===== config.mk =====
export PLATFORM = sky130hd
export DESIGN_NAME = alu_seq_flat
export DESIGN_NICKNAME = d
export VERILOG_FILES = /design/src/rtl/alu_seq_if.sv /design/src/rtl/alu_seq.sv /design/src/flat_wrapper.sv
export SDC_FILE = /design/constraint.sdc
export NUM_CORES = 1
export LEC_CHECK = 0
export CAP_MARGIN = 20
export CORE_MARGIN = 3
export CORE_UTILIZATION = 62
export CTS_CLUSTER_DIAMETER = 200
export DETAILED_ROUTE_END_ITERATION = 16
export PLACE_DENSITY = 0.9
export SLEW_MARGIN = 20
export SYNTH_ARGS = -nofsm -noshare
export SYNTH_HDL_FRONTEND = slang
export SYNTH_SLANG_ARGS = --single-unit

===== constraint.sdc =====
create_clock -name clk -period 7.7 [get_ports clk]
set_clock_uncertainty 0.15 [all_clocks]
set_input_delay 1.54 -clock clk [delete_from_list [all_inputs] [get_ports clk]]
set_output_delay 1.54 -clock clk [all_outputs]
set_load 0.05 [all_outputs]

===== src/rtl/alu_seq_if.sv =====
// Handshake bundle for alu_seq: request channel (a, b, opcode) and registered result channel.
interface alu_seq_if #(
   parameter int unsigned WIDTH = 8
);
   logic             in_valid;
   logic             in_ready;
   logic [WIDTH-1:0] a;
   logic [WIDTH-1:0] b;
   logic [3:0]       opcode;
   logic             out_valid;
   logic             out_ready;
   logic [WIDTH-1:0] result;
   logic [WIDTH-1:0] result_hi;
   logic             zero;
   logic             carry;
   logic             overflow;
   logic             err;

   modport master (
      output in_valid, a, b, opcode, out_ready,
      input  in_ready, out_valid, result, result_hi, zero, carry, overflow, err
   );

   modport slave (
      input  in_valid, a, b, opcode, out_ready,
      output in_ready, out_valid, result, result_hi, zero, carry, overflow, err
   );
endinterface


===== src/rtl/alu_seq.sv =====
// Handshaked ALU: single-cycle logic/arith ops, iterative shift-add MUL and (with ALU_DIV_EN
// defined) restoring DIV over WIDTH cycles. Results and flags are registered until taken.
module alu_seq #(
   parameter int unsigned WIDTH = 8
) (
   input logic     clk,
   input logic     rst_n,
   alu_seq_if.slave bus
);

   localparam int unsigned CW = $clog2(WIDTH + 1);

   localparam logic [3:0] OpAdd = 4'd0;
   localparam logic [3:0] OpSub = 4'd1;
   localparam logic [3:0] OpAnd = 4'd2;
   localparam logic [3:0] OpOr  = 4'd3;
   localparam logic [3:0] OpXor = 4'd4;
   localparam logic [3:0] OpNot = 4'd5;
   localparam logic [3:0] OpShl = 4'd6;
   localparam logic [3:0] OpShr = 4'd7;
   localparam logic [3:0] OpMul = 4'd8;
`ifdef ALU_DIV_EN
   localparam logic [3:0] OpDiv = 4'd9;
`endif

   typedef enum logic [1:0] {StIdle, StCalc, StDone} state_e;

   state_e           state_q;
   logic [CW-1:0]    cnt_q;
   logic [WIDTH-1:0] hi_q;
   logic [WIDTH-1:0] lo_q;
   logic [WIDTH-1:0] b_q;
   logic [WIDTH-1:0] result_q;
   logic [WIDTH-1:0] result_hi_q;
   logic             zero_q;
   logic             carry_q;
   logic             overflow_q;
   logic             err_q;
`ifdef ALU_DIV_EN
   logic             is_div_q;
`endif

   // Single-cycle datapath
   logic [WIDTH:0]   add_sum;
   logic [WIDTH:0]   sub_diff;
   logic [WIDTH-1:0] s_res;
   logic             s_carry;
   logic             s_ovf;
   logic             s_err;
   logic             s_iter;
   logic             shift_oob;

   always_comb begin
      add_sum   = {1'b0, bus.a} + {1'b0, bus.b};
      sub_diff  = {1'b0, bus.a} - {1'b0, bus.b};
      shift_oob = (bus.b >= WIDTH'(WIDTH));
      s_res     = '0;
      s_carry   = 1'b0;
      s_ovf     = 1'b0;
      s_err     = 1'b0;
      s_iter    = 1'b0;
      case (bus.opcode)
         OpAdd: begin
            s_res   = add_sum[WIDTH-1:0];
            s_carry = add_sum[WIDTH];
            s_ovf   = (bus.a[WIDTH-1] == bus.b[WIDTH-1]) &&
                      (add_sum[WIDTH-1] != bus.a[WIDTH-1]);
         end
         OpSub: begin
            s_res   = sub_diff[WIDTH-1:0];
            s_carry = sub_diff[WIDTH];
            s_ovf   = (bus.a[WIDTH-1] != bus.b[WIDTH-1]) &&
                      (sub_diff[WIDTH-1] != bus.a[WIDTH-1]);
         end
         OpAnd: s_res = bus.a & bus.b;
         OpOr:  s_res = bus.a | bus.b;
         OpXor: s_res = bus.a ^ bus.b;
         OpNot: s_res = ~bus.a;
         OpShl: s_res = shift_oob ? '0 : (bus.a << bus.b);
         OpShr: s_res = shift_oob ? '0 : (bus.a >> bus.b);
         OpMul: s_iter = 1'b1;
`ifdef ALU_DIV_EN
         OpDiv: s_iter = 1'b1;
`endif
         default: s_err = 1'b1;
      endcase
   end

   // Iterative step: hi_q/lo_q hold {partial product, multiplier} or {remainder, quotient}
   logic [WIDTH:0]   mul_sum;
   logic [WIDTH-1:0] step_hi;
   logic [WIDTH-1:0] step_lo;
   logic             step_ovf;
   logic             step_err;
`ifdef ALU_DIV_EN
   logic [WIDTH:0]   div_sh;
   logic [WIDTH:0]   div_diff;
`endif

   always_comb begin
      mul_sum  = {1'b0, hi_q} + (lo_q[0] ? {1'b0, b_q} : '0);
      step_hi  = mul_sum[WIDTH:1];
      step_lo  = {mul_sum[0], lo_q[WIDTH-1:1]};
      step_ovf = (step_hi != '0);
      step_err = 1'b0;
`ifdef ALU_DIV_EN
      div_sh   = {hi_q, lo_q[WIDTH-1]};
      div_diff = div_sh - {1'b0, b_q};
      if (is_div_q) begin
         step_ovf = 1'b0;
         step_err = (b_q == '0);
         // Divisor of zero never borrows, so quotient fills with ones and a shifts into remainder
         if (!div_diff[WIDTH]) begin
            step_hi = div_diff[WIDTH-1:0];
            step_lo = {lo_q[WIDTH-2:0], 1'b1};
         end else begin
            step_hi = div_sh[WIDTH-1:0];
            step_lo = {lo_q[WIDTH-2:0], 1'b0};
         end
      end
`endif
   end

   always_ff @(posedge clk or negedge rst_n) begin
      if (!rst_n) begin
         state_q     <= StIdle;
         cnt_q       <= '0;
         hi_q        <= '0;
         lo_q        <= '0;
         b_q         <= '0;
         result_q    <= '0;
         result_hi_q <= '0;
         zero_q      <= 1'b0;
         carry_q     <= 1'b0;
         overflow_q  <= 1'b0;
         err_q       <= 1'b0;
`ifdef ALU_DIV_EN
         is_div_q    <= 1'b0;
`endif
      end else begin
         unique case (state_q)
            StIdle: begin
               if (bus.in_valid) begin
                  hi_q  <= '0;
                  lo_q  <= bus.a;
                  b_q   <= bus.b;
                  cnt_q <= '0;
`ifdef ALU_DIV_EN
                  is_div_q <= (bus.opcode == OpDiv);
`endif
                  if (s_iter) begin
                     state_q <= StCalc;
                  end else begin
                     state_q     <= StDone;
                     result_q    <= s_res;
                     result_hi_q <= '0;
                     zero_q      <= (s_res == '0);
                     carry_q     <= s_carry;
                     overflow_q  <= s_ovf;
                     err_q       <= s_err;
                  end
               end
            end
            StCalc: begin
               hi_q  <= step_hi;
               lo_q  <= step_lo;
               cnt_q <= cnt_q + CW'(1);
               if (cnt_q == CW'(WIDTH - 1)) begin
                  state_q     <= StDone;
                  cnt_q       <= '0;
                  result_q    <= step_lo;
                  result_hi_q <= step_hi;
                  zero_q      <= (step_lo == '0);
                  carry_q     <= 1'b0;
                  overflow_q  <= step_ovf;
                  err_q       <= step_err;
               end
            end
            StDone: begin
               if (bus.out_ready) state_q <= StIdle;
            end
            default: state_q <= StIdle;
         endcase
      end
   end

   assign bus.in_ready  = (state_q == StIdle);
   assign bus.out_valid = (state_q == StDone);
   assign bus.result    = result_q;
   assign bus.result_hi = result_hi_q;
   assign bus.zero      = zero_q;
   assign bus.carry     = carry_q;
   assign bus.overflow  = overflow_q;
   assign bus.err       = err_q;

endmodule

===== src/flat_wrapper.sv =====
// flat-port wrapper written by rule: the top's interface ports become plain ports
module alu_seq_flat 
#(
   parameter int unsigned WIDTH = 8
)
  (clk, rst_n, bus_in_valid, bus_a, bus_b, bus_opcode, bus_out_ready, bus_in_ready, bus_out_valid, bus_result, bus_result_hi, bus_zero, bus_carry, bus_overflow, bus_err);
  alu_seq_if #(.WIDTH(WIDTH)) bus_i ();
  input logic clk;
  input logic rst_n;
  input wire logic [$bits(bus_i.in_valid)-1:0] bus_in_valid;
  input wire logic [$bits(bus_i.a)-1:0] bus_a;
  input wire logic [$bits(bus_i.b)-1:0] bus_b;
  input wire logic [$bits(bus_i.opcode)-1:0] bus_opcode;
  input wire logic [$bits(bus_i.out_ready)-1:0] bus_out_ready;
  output wire logic [$bits(bus_i.in_ready)-1:0] bus_in_ready;
  output wire logic [$bits(bus_i.out_valid)-1:0] bus_out_valid;
  output wire logic [$bits(bus_i.result)-1:0] bus_result;
  output wire logic [$bits(bus_i.result_hi)-1:0] bus_result_hi;
  output wire logic [$bits(bus_i.zero)-1:0] bus_zero;
  output wire logic [$bits(bus_i.carry)-1:0] bus_carry;
  output wire logic [$bits(bus_i.overflow)-1:0] bus_overflow;
  output wire logic [$bits(bus_i.err)-1:0] bus_err;
  assign bus_i.in_valid = bus_in_valid;
  assign bus_i.a = bus_a;
  assign bus_i.b = bus_b;
  assign bus_i.opcode = bus_opcode;
  assign bus_i.out_ready = bus_out_ready;
  assign bus_in_ready = bus_i.in_ready;
  assign bus_out_valid = bus_i.out_valid;
  assign bus_result = bus_i.result;
  assign bus_result_hi = bus_i.result_hi;
  assign bus_zero = bus_i.zero;
  assign bus_carry = bus_i.carry;
  assign bus_overflow = bus_i.overflow;
  assign bus_err = bus_i.err;
  alu_seq #(.WIDTH(WIDTH)) u_core (.clk(clk), .rst_n(rst_n), .bus(bus_i));
endmodule

# After elaboration in Yosys (flattened, before gate mapping)
# Cells that the tools add are included.
# op_classes
n_shift	2
n_reduce_logical	13
n_eq_ne	19
add_sub_neg	4
muxes	43
order_cmp	1
bitwise	4
# op_table
operator	count
$mux W8	11
$pmux W8 S2	4
$pmux W8 S8	1
$eq A4 B3 Y1 const B	5
$logic_not A8 Y1	2
$mux W1	13
$pmux W1 S2	6
$add A8 B8 Y9	1
$add A8 B9 Y9	1
$reduce_or A9 Y1	1
$sub A8 B8 Y9	1
$and A8 B8 Y8	1
$eq A4 B2 Y1 const B	2
$ge A8 B4 Y1 const B	1
$mux W2	4
$mux W4	2
$not A8 Y8	1
$or A8 B8 Y8	1
$pmux W4 S2	1
$reduce_bool A8 Y1	1
$shl A8 B8 Y8	1
$shr A8 B8 Y8	1
$xor A8 B8 Y8	1
$ne A2 B2 Y1 const B	3
other kinds (16)	20
# word_totals
out_inout_bits	22
register_bits	50
input_bits	24
wordCells	97

# Logic depth before layout (Yosys ltp)
# depth
word_depth	7
ltp_mapped	11
depth_no_buf	11

# Worst setup path before layout
# Ideal clock, no wire load.
# synth_path
kind	in2reg
start	input port bus_b[1]
end	register u_core.zero_q (netlist: u_core.bus.zero)
path_stages	11
t_arrival_ns	4.162
setup_time_ns	0.103
setup_slack_ns	3.284
required_ns	7.447
path_cell_list	buf_2 -> buf_2 -> inv_1 -> fa_1 -> nand2b_1 -> a32oi_1 -> o32ai_1 -> a221o_1 -> a32o_1 -> or4_4 -> o41ai_2
# synth_via
elab_chain_cells	7
elab_cells_between_ends	15
cone_classes	2 x add/sub; 1 x order compare; 2 x shift; 6 x mux; 3 x bitwise; 1 x reduce/logical
# synth_lines
element	line_no	rtl
start, declared	flat_wrapper.sv:12	input wire logic [$bits(bus_i.b)-1:0] bus_b;
$ge A8 B4 Y1, or another cell as far along	alu_seq.sv:56	shift_oob = (bus.b >= WIDTH'(WIDTH));
$mux W8 (on tied branches)	alu_seq.sv:80, alu_seq.sv:79	
$pmux W8 S8 (*)	alu_seq.sv:62	case (bus.opcode)
$logic_not A8 Y1 (*)	alu_seq.sv:157	zero_q <= (s_res == '0);
$mux W1 (*)	alu_seq.sv:151	if (s_iter) begin
$mux W1 (*)	alu_seq.sv:143	if (bus.in_valid) begin
$pmux W1 S2 (*)	alu_seq.sv:141	unique case (state_q)
end signal, assigned	alu_seq.sv:157	
end signal, assigned	alu_seq.sv:173	zero_q <= (step_lo == '0);
end, declared	alu_seq.sv:35	logic zero_q;
# Mark *: on every way between the ends. The rest lies on a longest branch, timed or not. The select of a mux whose other input is x is not followed.
# A chain may end at the register's enable or synchronous reset.

# Final worst setup path
# Ends and elaborated chain as after synthesis.

==> run_results.csv <==
group,metric,value,unit
outcome,outcome,"finished clean",
job,cap_violations,0,
critical_path,path_cells,"clkdlybuf4s50_1, inv_1, ha_1, a21oi_1, o22ai_2, o41ai_1, o21ai_0, or4_1, o41ai_2",
placed_design,hpwl,8.56,mm
cells_and_area,diodes,0,
synth,async_reset_ff_share,100,%
route,dr.pass1.iters,5,
clocking,clockRootBuffer,"clkbuf_8",
critical_path,r2r_slack,4.47,ns
placed_design,placedInstanceArea,0.00478,mm²
global_routing,antenna_found_initial,0,
timing,maxSlewHeadroom,28.7,%
clocking,clk_path_buf_depth,2,
route,drc,0,
placed_design,dp.cells,609,
timing,finalCritPeriodShare,69.2,%
synth,yosysMostFrequentCell,"nand2_1",
critical_path,crit_path_start_kind,"input pin",
synth,synth-edff-count,0,
synth,yosys.area.top_type,"dfrtp_1",
synth,synth.net_count,559,
timing,worst_slew_pin_slew,1.05,ns
timing,fmax,188,MHz
placed_design,portBuffers,45,
global_routing,track_usage,31.6,%
synth,ys_seq_elements,50,
clocking,cts_sinks,50,
cells_and_area,stdcell_count,617,
synth,synth_warnings,0,
clocking,cts-resized-gates,0,
synth,yosysUniqueCellTypes,67,
synth,synthTopCellsByArea,"dfrtp_1, ha_1, nand2_1",
min_path,hp-class,"reg -> reg",
route,post_drt_wl_per_cell,19.3,µm
critical_path,reg2reg_to,"u_core.bus.overflow",
timing,hold_viol,0,
floorplan,ioPinCount,46,
cells_and_area,nNetsFinal,584,
floorplan,die_h,89.5,µm
synth,synth_top_area_share,29.0,%
timing,setup_tns,0,ns
critical_path,path_class,"in -> reg",
clocking,clk_latency,0.31,ns
floorplan,fp.dieW,89.5,µm
min_path,hp-start,"u_core.cnt_q[3]",
route,vias,4134,
timing,setup_violations,0,
placed_design,place_congestion,1.02,
synth,synth-seq-area-share,29.0,%
global_routing,grt_max_degree,51,
clocking,path_clk_slew,0.10,ns
min_path,min_to,"u_core.cnt_q[3]",
timing,report.final.slew_viol_count,0,
critical_path,crit_arrival,5.40,ns
critical_path,crit_required,7.77,ns
route,drtIter0Drc,390,
critical_path,worstPathMaxFanout,23,
clocking,cts_tree,"done",
synth,ys.flop_type,"dfrtp_1",
cells_and_area,fin_area,0.00492,mm²
timing,rsz0062_at_grt,"no",
critical_path,crit_path_end_kind,"flop",
global_routing,grt_pass1_vias,3894,
critical_path,reg2regPathDepth,10,
synth,syn_area_per_cell,8.68,µm²
route,wirelength,11.9,mm
clocking,htreeDepth,2,
floorplan,start_util,65.8,%
critical_path,reg2reg_from,"u_core.lo_q[0]",
floorplan,dieArea,0.00801,mm²
floorplan,num_rows,29,
min_path,holdPathStages,1,
clocking,post_cts_buffers,0,
clocking,ctsHoldBuffers,0,
critical_path,crit_path_max_incr_delay,1.07,ns
power_and_ir_drop,peakVddDrop,225,µV
clocking,cts_made_buffers,5,
global_routing,grt_pass1_wl,19.6,mm
synth,syn_inst,498,
critical_path,critPathSlowestCell,"clkdlybuf4s50_1",
timing,period_needed,5.33,ns
cells_and_area,syn2layout_area_growth,13.9,%
cells_and_area,drive_above_1_share,8.59,%
cells_and_area,fill_cells,460,
cells_and_area,final_core_util,75.0,%
power_and_ir_drop,power.leakage,2.21,nW
power_and_ir_drop,power_density,238,mW/mm²
global_routing,overflow,0,
floorplan,coreArea,0.00657,mm²
timing,holdWs,0.332,ns
route,viasPerCell,6.70,
route,ant_nets,0,
synth,synthTopCellsByCount,"nand2_1, dfrtp_1, o21ai_0, ha_1, a21oi_1",
synth,netlist_area,0.00432,mm²
[cells by family after synthesis]
kind of cell | Yosys count | share of synthesized area (%)
xor gates and xnor gates | 10 | 2.03
AOI/OAI and AO/OA | 143 | 22.2
adders and majority gates | 37 | 11.2
DFF | 50 | 29.0
buffers and inverters | 62 | 6.14
and+or+nand+nor | 163 | 18.6
muxes | 33 | 10.8
[metrics by stage]
stage          setup slack (ns)  total power [mW]
6_report                   2.37              1.17
3_5_place_dp               2.21             0.931
2_1_floorplan              3.28             0.764
4_1_cts                    2.45              1.16
5_1_grt                    2.09              1.23
3_3_place_gp               2.34             0.913
[cell usage in the layout, fill, tap and decap left out, types with 10 or more instances in the layout]
| cell | count |
|---|---|
| nand2_1 | 63 |
| dfrtp_1 | 50 |
| clkdlybuf4s50_1 | 44 |
| o21ai_0 | 35 |
| ha_1 | 34 |
| a21oi_1 | 31 |
| inv_1 | 29 |
| nor2_1 | 27 |
| and2_1 | 14 |
| mux2_2 | 14 |
| mux2i_1 | 10 |
[how the worst max path moves through the flow]
stage	startpoint	to	slack [ns]
global route	bus_b[1]	u_core.bus.zero	2.09
detailed placement	bus_b[1]	u_core.bus.zero	2.21
finish	bus_b[1]	u_core.bus.zero	2.37
global placement	bus_b[1]	u_core.bus.zero	2.34
floorplan	bus_b[1]	u_core.bus.zero	3.28
CTS	bus_b[1]	u_core.bus.zero	2.45
[area by class of cell]
| class | count | area (µm²) | area share (%) |
|---|---|---|---|
| clock buffer | 6 | 82.6 | 1.68 |
| inverter | 29 | 109 | 2.21 |
| sequential | 50 | 1250 | 25.4 |
| multi-input combinational | 386 | 2810 | 57.1 |
| timing repair buffer | 51 | 493 | 10.0 |
| tap | 93 | 116 | 2.36 |
| clock inverter | 2 | 60.1 | 1.22 |
[power breakdown]
group | switching [mW] | internal (mW) | leakage, nW
clock network | 0.0895 | 0.139 | 0.0714
registers | 0.0602 | 0.337 | 0.653
logic | 0.331 | 0.215 | 1.49
[metal layers]
| metal | routed length, µm | GRT usage [%] | vias to the layer above |
|---|---|---|---|
| met5 | 0 | 0 | - |
| met4 | 264 | 8.80 | 0 |
| met3 | 1150 | 4.33 | 29 |
| met2 | 5620 | 51.0 | 256 |
| met1 | 4870 | 44.6 | 1998 |
| li1 | - | - | 1851 |
[worst max-delay path, delay by kind of cell]
kind	cells	cell delay [ns]
fa+ha+maj	1	0.43
simple gates	1	0.56
buf+inv	2	1.34
compound gates	5	1.53
[flip-flops by register name, indices dropped and copies added (netlist names)]
signal                flops
u_core.b_q                8
u_core.bus.result         8
u_core.bus.result_hi      8
u_core.hi_q               8
u_core.lo_q               8
u_core.cnt_q              4
u_core.state_q            2
u_core.bus.carry          1
u_core.bus.err            1
u_core.bus.overflow       1
u_core.bus.zero           1
Power figures use the tool's default switching activity.
